$ cat src/rtl/fp_serial_pkg.sv
// Shared types and constants for the floating-point code serializer.
package fp_serial_pkg;
  localparam int CODE_W           = 8;
  localparam int FRAME_BITS       = 11;
  localparam int DEF_CLKS_PER_BIT = 4;
  localparam int DEF_FIFO_DEPTH   = 4;
  localparam int CNT_W            = 5;

  typedef enum logic [2:0] {
    ST_IDLE,
    ST_START,
    ST_DATA,
    ST_PARITY,
    ST_STOP
  } ser_state_t;

  function automatic logic even_parity(input logic [CODE_W-1:0] d);
    return ^d;
  endfunction
endpackage

$ cat src/rtl/fp_frame_serializer_if.sv
// Upstream code handshake: valid/ready plus the sign/exponent/mantissa fields.
interface fp_frame_serializer_if;
  logic       in_valid;
  logic       in_ready;
  logic       s_in;
  logic [2:0] e_in;
  logic [3:0] f_in;

  modport master (output in_valid, s_in, e_in, f_in, input in_ready);
  modport slave  (input in_valid, s_in, e_in, f_in, output in_ready);
endinterface

$ cat src/rtl/fp_code_fifo.sv
// Small code FIFO; power-of-two depth so pointers wrap naturally.
module fp_code_fifo
  import fp_serial_pkg::*;
#(
  parameter int DEPTH = DEF_FIFO_DEPTH,
  parameter int W     = CODE_W
) (
  input  logic             clk,
  input  logic             rst,
  input  logic             push,
  input  logic             pop,
  input  logic [W-1:0]     din,
  output logic [W-1:0]     dout,
  output logic             full,
  output logic             empty,
  output logic [CNT_W-1:0] count
);
  localparam int             PW      = (DEPTH > 1) ? $clog2(DEPTH) : 1;
  localparam logic [CNT_W-1:0] DEPTH_C = CNT_W'(DEPTH);

  logic [W-1:0]  mem [DEPTH];
  logic [PW-1:0] wr_ptr, rd_ptr;
  logic          do_push, do_pop;

  // A full FIFO refuses a push even when a pop frees a slot the same cycle.
  assign full    = (count == DEPTH_C);
  assign empty   = (count == '0);
  assign do_push = push && !full;
  assign do_pop  = pop && !empty;
  assign dout    = mem[rd_ptr];

  always_ff @(posedge clk) begin
    if (do_push) mem[wr_ptr] <= din;
  end

  always_ff @(posedge clk) begin
    if (rst) begin
      wr_ptr <= '0;
      rd_ptr <= '0;
      count  <= '0;
    end else begin
      if (do_push) wr_ptr <= wr_ptr + PW'(1);
      if (do_pop)  rd_ptr <= rd_ptr + PW'(1);
      case ({do_push, do_pop})
        2'b10:   count <= count + CNT_W'(1);
        2'b01:   count <= count - CNT_W'(1);
        default: count <= count;
      endcase
    end
  end
endmodule

$ cat src/rtl/fp_frame_serializer.sv
// Serializes buffered 8-bit FP codes as start/8 data LSB-first/even parity/stop frames.
module fp_frame_serializer
  import fp_serial_pkg::*;
#(
  parameter int CLKS_PER_BIT = DEF_CLKS_PER_BIT,
  parameter int FIFO_DEPTH   = DEF_FIFO_DEPTH
) (
  input  logic                  clk,
  input  logic                  rst,
  fp_frame_serializer_if.slave  bus,
  output logic                  tx,
  output logic                  busy,
  output logic [CNT_W-1:0]      fifo_count
);
  localparam logic [7:0] BIT_LAST = 8'(CLKS_PER_BIT - 1);

  ser_state_t        state;
  logic [7:0]        timer;
  logic [2:0]        idx;
  logic [CODE_W-1:0] shift;
  logic [CODE_W-1:0] head;
  logic              full, empty, pop, bit_end;

  assign bit_end     = (timer == BIT_LAST);
  assign bus.in_ready = !full;
  // Pop from IDLE, or on the last stop cycle so back-to-back frames have no gap.
  assign pop = !empty && ((state == ST_IDLE) || (state == ST_STOP && bit_end));

  fp_code_fifo #(.DEPTH(FIFO_DEPTH), .W(CODE_W)) u_fifo (
    .clk   (clk),
    .rst   (rst),
    .push  (bus.in_valid),
    .pop   (pop),
    .din   ({bus.s_in, bus.e_in, bus.f_in}),
    .dout  (head),
    .full  (full),
    .empty (empty),
    .count (fifo_count)
  );

  always_ff @(posedge clk) begin
    if (rst) begin
      state <= ST_IDLE;
      tx    <= 1'b1;
      busy  <= 1'b0;
      timer <= '0;
      idx   <= '0;
      shift <= '0;
    end else begin
      timer <= bit_end ? 8'd0 : timer + 8'd1;
      unique case (state)
        ST_IDLE: begin
          timer <= '0;
          if (pop) begin
            shift <= head;
            state <= ST_START;
            tx    <= 1'b0;
            busy  <= 1'b1;
          end
        end
        ST_START: begin
          if (bit_end) begin
            idx   <= '0;
            state <= ST_DATA;
            tx    <= shift[0];
          end
        end
        ST_DATA: begin
          if (bit_end) begin
            if (idx == 3'd7) begin
              state <= ST_PARITY;
              tx    <= even_parity(shift);
            end else begin
              idx <= idx + 3'd1;
              tx  <= shift[idx + 3'd1];
            end
          end
        end
        ST_PARITY: begin
          if (bit_end) begin
            state <= ST_STOP;
            tx    <= 1'b1;
          end
        end
        ST_STOP: begin
          if (bit_end) begin
            if (pop) begin
              shift <= head;
              state <= ST_START;
              tx    <= 1'b0;
            end else begin
              state <= ST_IDLE;
              busy  <= 1'b0;
            end
          end
        end
        default: begin
          state <= ST_IDLE;
          tx    <= 1'b1;
          busy  <= 1'b0;
        end
      endcase
    end
  end
endmodule
$ cat src/flat_wrapper.sv
// flat-port wrapper written by rule: the top's interface ports become plain ports
module fp_frame_serializer_flat import fp_serial_pkg::*;
#(
  parameter int CLKS_PER_BIT = DEF_CLKS_PER_BIT,
  parameter int FIFO_DEPTH   = DEF_FIFO_DEPTH
)
  (clk, rst, tx, busy, fifo_count, bus_in_valid, bus_s_in, bus_e_in, bus_f_in, bus_in_ready);
  fp_frame_serializer_if bus_i ();
  input  logic clk;
  input  logic rst;
  output logic tx;
  output logic busy;
  output logic [CNT_W-1:0] fifo_count;
  input wire logic [$bits(bus_i.in_valid)-1:0] bus_in_valid;
  input wire logic [$bits(bus_i.s_in)-1:0] bus_s_in;
  input wire logic [$bits(bus_i.e_in)-1:0] bus_e_in;
  input wire logic [$bits(bus_i.f_in)-1:0] bus_f_in;
  output wire logic [$bits(bus_i.in_ready)-1:0] bus_in_ready;
  assign bus_i.in_valid = bus_in_valid;
  assign bus_i.s_in = bus_s_in;
  assign bus_i.e_in = bus_e_in;
  assign bus_i.f_in = bus_f_in;
  assign bus_in_ready = bus_i.in_ready;
  fp_frame_serializer #(.CLKS_PER_BIT(CLKS_PER_BIT), .FIFO_DEPTH(FIFO_DEPTH)) u_core (.clk(clk), .rst(rst), .bus(bus_i), .tx(tx), .busy(busy), .fifo_count(fifo_count));
endmodule
$ cat config.mk
export PLATFORM = sky130hd
export DESIGN_NAME = fp_frame_serializer_flat
export DESIGN_NICKNAME = d
export VERILOG_FILES = /design/src/rtl/fp_serial_pkg.sv /design/src/rtl/fp_frame_serializer_if.sv /design/src/rtl/fp_code_fifo.sv /design/src/rtl/fp_frame_serializer.sv /design/src/flat_wrapper.sv
export SDC_FILE = /design/constraint.sdc
export NUM_CORES = 1
export LEC_CHECK = 0
export BUFFER_PORTS_ARGS = -buffer_cell sky130_fd_sc_hd__buf_2
export CAP_MARGIN = 20
export CELL_PAD_IN_SITES_DETAIL_PLACEMENT = 1
export CELL_PAD_IN_SITES_GLOBAL_PLACEMENT = 2
export CORE_MARGIN = 4
export CORE_UTILIZATION = 38
export CTS_BUF_LIST = sky130_fd_sc_hd__clkbuf_8
export DETAILED_ROUTE_END_ITERATION = 12
export PLACE_DENSITY_LB_ADDON = 0.1
export SETUP_SLACK_MARGIN = 0.1
export SLEW_MARGIN = 0
export SYNTH_ARGS = -nofsm -noshare
export SYNTH_HDL_FRONTEND = slang
export SYNTH_HIERARCHICAL = 1
export SYNTH_SLANG_ARGS = --single-unit
export TNS_END_PERCENT = 30
$ cat constraint.sdc
create_clock -name clk -period 3.6 [get_ports clk]
set_clock_uncertainty 0.1 [all_clocks]
set_input_delay 1.08 -clock clk [delete_from_list [all_inputs] [get_ports clk]]
set_output_delay 1.08 -clock clk [all_outputs]
set_load 0.01 [all_outputs]
==> impl.org <==
** Run status
- The flow ran to the end, and the final reports show no timing, DRC or antenna violations.

** Clocking
- The H-tree was split into 3 levels.
- Counting the buffers created by CTS gives 9.
- In this run the clock root is driven by a clkbuf_8.
- For this design, the CTS-stage hold fixing added 0 buffers.
- CTS saw 67 sinks.
- The clock passes through at most 2 buffers.
- The clock reaches the later pin of the worst-skew pair after 0.34 ns.
- Clock transition at the register clock pins on the worst setup and hold paths after CTS :: roughly 0.090 ns
- TritonCTS built the clock tree.

** Finish
- Of the cells placed in the final design, the portion with a size suffix greater than 1 is between 10% and 20%.
- For this run, the number of standard cells in the final layout without fillers is 388.
- The repair_antennas step left the layout with diodes totalling 0.
- Layout area overhead :: 14.83%
- Number of nets in the final layout :: between 300 and 400
- Counting the fill cells in the layout gives 830.

** Floorplanning
- Die width :: 97.03 um
- After floorplanning, the core was divided into 32 placement rows.
- The die is 97.03 um tall.
- Core area :: 7727 um^2
- For this design the top-level I/O count stands at 19.
- The die covers 9414 um^2.
- Starting density of the core :: roughly two fifths

** STA
- Post-layout minimum cycle time :: 3.278 ns
- The tightest hold path in the finished design has a slack of between 0.3 and 0.4 ns.
- Setup violations remaining at the end of the flow were counted as 0.
- RSZ-0062 raised after global routing :: no
- Max-slew violation count :: 0
- Final hold viol count :: 0
- Timing would allow up to a little over 0.3 GHz.
- Measured against its own limit, the worst slew margin works out to 59.37%.
- Final worst-path cycle share :: 91.05%
- Measured slew at the worst slew-check pin :: 0.6095 ns
- After routing, the total negative slack on setup checks comes to 0 ns.

** Setup path
- In this design, the largest share of critical-path delay is due to simple AND/OR/NAND/NOR gates.
- The number of buffers and inverters on the critical path is 3.
- The worst register-to-register path has a setup slack of 0.32 ns.
- The startpoint identified for the worst register-to-register timing path is u_core/timer[4].
- Crit Reg-Reg Endpoint :: u_core/u_fifo/count[4]
- Startpoint Class :: flip-flop
- For this design, the slowest cell found on the critical path is or4_4.
- Type of the worst setup path :: reg -> reg
- Maximum single-stage delay on the critical path :: about 0.56 ns
- For the worst setup path, the data arrival time is 3.42 ns.
- Crit path max fanout :: 5
- Worst path required time :: 3.74 ns
- Most frequent cell on the critical path :: inv_1
- Measured in cells, the most critical reg-to-reg path has a length of 13.
- Critical Path Sink Type :: flip-flop
- Cell Chain, Critical Path :: or4_4 -> nor3_2 -> o21ai_1 -> inv_1 -> o21ai_2 -> inv_1 -> ha_2 -> inv_1 -> fa_1 -> nand2b_1 -> a21oi_1 -> mux2i_1 -> mux2_2

** Placement
- Input and output buffers added on the ports amount to 18.
- At the end of routability-driven placement, the weighted congestion stood at 0.7261.
- Sum of net half-perimeters after detailed placement :: 4161 um
- Cell count after placement :: 372

** Route
- For this block, the routed nets add up to roughly 6000 um of wire.
- Remaining routing DRC violations :: 0
- For this block, the initial DRC count from the detailed router was 55.
- Average via count per standard cell :: 4.961
- After detailed routing, the average wire length per cell comes to 15.43 um.
- 1st-pass router iterations :: 4
- Number of nets still failing antenna checks after routing :: 0
- For this block, the via count after detailed routing is just under 2000.

** Logic synthesis
- The Yosys step of the flow raised 6 warnings.
- Of the synthesized area, sequential elements account for 55.17%.
- The number of nets handed over by synthesis was 281.
- Flop and latch count out of synthesis :: 67
- Avg Inst Size Synth :: 11.67 um^2
- Post-synth EDFFs :: 32
- Unique masters post-synth :: 40
- The most used flip-flop cell after synthesis is dfxtp_1.
- Post-synth ARST share :: 0%
- The cell count after synthesis came out at 258.
- In this run the cell area of the synthesized design comes to 3012 um^2.

** Global routing
- Number of global-route vias before repair :: ~2100
- The first global-routing pass estimated 10210 um of wire.
- For this run, the total global-route usage over all layers was measured as between 10% and 20%.
- Summed over all layers, the global routing overflow is 0.
- The initial antenna violation count was 0.
- Entering global routing, the biggest net connects 32 pins.

** Worst hold path
- Start point of the worst min-delay path :: u_core/timer[0]
- Count of cells along the worst hold path :: 1
- Hold Path End :: u_core/timer[0]
- The min-delay analysis places its worst path in the category reg -> reg.

** Power
- Total power per unit cell area :: 773.3 nW/um^2
- For this design the static power due to leakage is 1.303 nW.
- Pwr Total :: 2.674 mW
- The worst-case IR drop observed on VDD is 251.5 uV.

** Job
- Max-Cap Viols :: 0
-- worst max-delay path by stage --
| stage | end | from | depth (start not counted) | slack, ns |
|---|---|---|---|---|
| 2_1_floorplan | u_core/u_fifo/count[4] | u_core/timer[4] | 14 | 0.14 |
| 3_3_place_gp | u_core/u_fifo/count[4] | u_core/timer[4] | 13 | 0.29 |
| 3_5_place_dp | u_core/u_fifo/count[4] | u_core/timer[4] | 13 | 0.15 |
| 4_1_cts | u_core/u_fifo/count[4] | u_core/timer[4] | 13 | 0.11 |
| 5_1_grt | u_core/u_fifo/count[4] | u_core/u_fifo/count[0] | 13 | 0.11 |
| 6_report | u_core/u_fifo/count[4] | u_core/timer[4] | 13 | 0.32 |
-- worst reg2reg max path, cell delays in order, from the launching register on --
cell,delay [ns]
dfxtp_1,0.36
or4_4,0.56
nor3_2,0.15
o21ai_1,0.10
inv_1,0.12
o21ai_2,0.08
inv_1,0.07
ha_2,0.22
inv_1,0.08
fa_1,0.40
nand2b_1,0.16
a21oi_1,0.19
mux2i_1,0.25
mux2_2,0.35
-- where the power goes --
part	total (mW)	leakage (nW)	switching [mW]	internal [mW]
combinational	0.880	0.611	0.463	0.417
clock	0.730	0.113	0.328	0.402
sequential	1.06	0.579	0.124	0.939
total	2.67	1.30	0.915	1.76
-- what timing repair did --
item,in CTS,in global routing
resized for setup,0,3
setup endpoints to repair,0,1
buffers inserted,0,0
-- flip-flops by register name, indices dropped and copies added (netlist names), named ones only --
signal,flops
u_core/state,3
u_core/u_fifo/mem,32
u_core/u_fifo/rd_ptr,2
u_core/u_fifo/count,5
u_core/idx,3
u_core/shift,8
u_core/busy,1
u_core/u_fifo/wr_ptr,2
u_core/timer,8
u_core/tx,1
-- Yosys cell counts, types with 7 or more instances --
cell      count  share of area, %
a21oi_1       9               1.5
dfxtp_1      35                23
edfxtp_1     32                32
ha_1         11               4.6
inv_1        12               1.5
mux2i_1      14               4.7
mux4_2        8               6.0
nand2_1       7              0.87
nand3_1      12               2.0
nor2_1       41               5.1
xnor2_1      10               2.9
xor2_1        8               2.3
-- area by class of cell --
cell class                      instances  area [um^2]  area share (%)
Clock buffer                            9        123.9           3.582
Clock inverter                          7        105.1           3.039
Inverter                               12        45.04           1.302
Multi-Input combinational cell        169         1275           36.87
Sequential cell                        67         1662           48.05
Tap cell                              102        127.6           3.690
Timing Repair Buffer                   22        120.1           3.473
-- per-layer routing --
metal | global-route usage [%] | up-vias | part of all wire, %
li1 | - | 960 | -
met1 | 18.17 | 933 | 50
met2 | 21.50 | 24 | 45
met3 | 3.533 | 8 | 3.0
met4 | 5.184 | 0 | 1.4
met5 | 0 | - | 0
-- metrics by stage --
stage / util (%) / setup WS, ns / cell area [um^2]
floorplan: - / 0.1442 / 3012
global placement: 41.65 / 0.2880 / 3218
detailed placement: 41.65 / 0.1494 / 3218
CTS: 44.61 / 0.1136 / 3447
global route: 44.75 / 0.1149 / 3458
finish: 44.75 / 0.3220 / 3458
-- cells in the final DEF (no fill, tap or decap), types with 6 or more instances in the layout --
cell,n
mux4_2,8
nand2b_1,6
edfxtp_1,32
xor2_1,8
nor2_1,41
buf_2,18
mux2i_1,14
clkbuf_8,9
xnor2_1,10
inv_1,12
dfxtp_1,35
nand2_1,7
nand3_1,12
ha_1,10
a21oi_1,9
-- cells by family after synthesis --
| kind of cell | Yosys count | synth area share, % |
|---|---|---|
| AOI/OAI and AO/OA | 22 | 4.653 |
| xor gates and xnor gates | 18 | 5.235 |
| adders and majority gates | 12 | 5.235 |
| buffers and inverters | 22 | 2.866 |
| DFF | 67 | 55.17 |
| muxes | 23 | 11.01 |
| and+or+nand+nor | 94 | 15.83 |
Power figures use the tool's default switching activity.
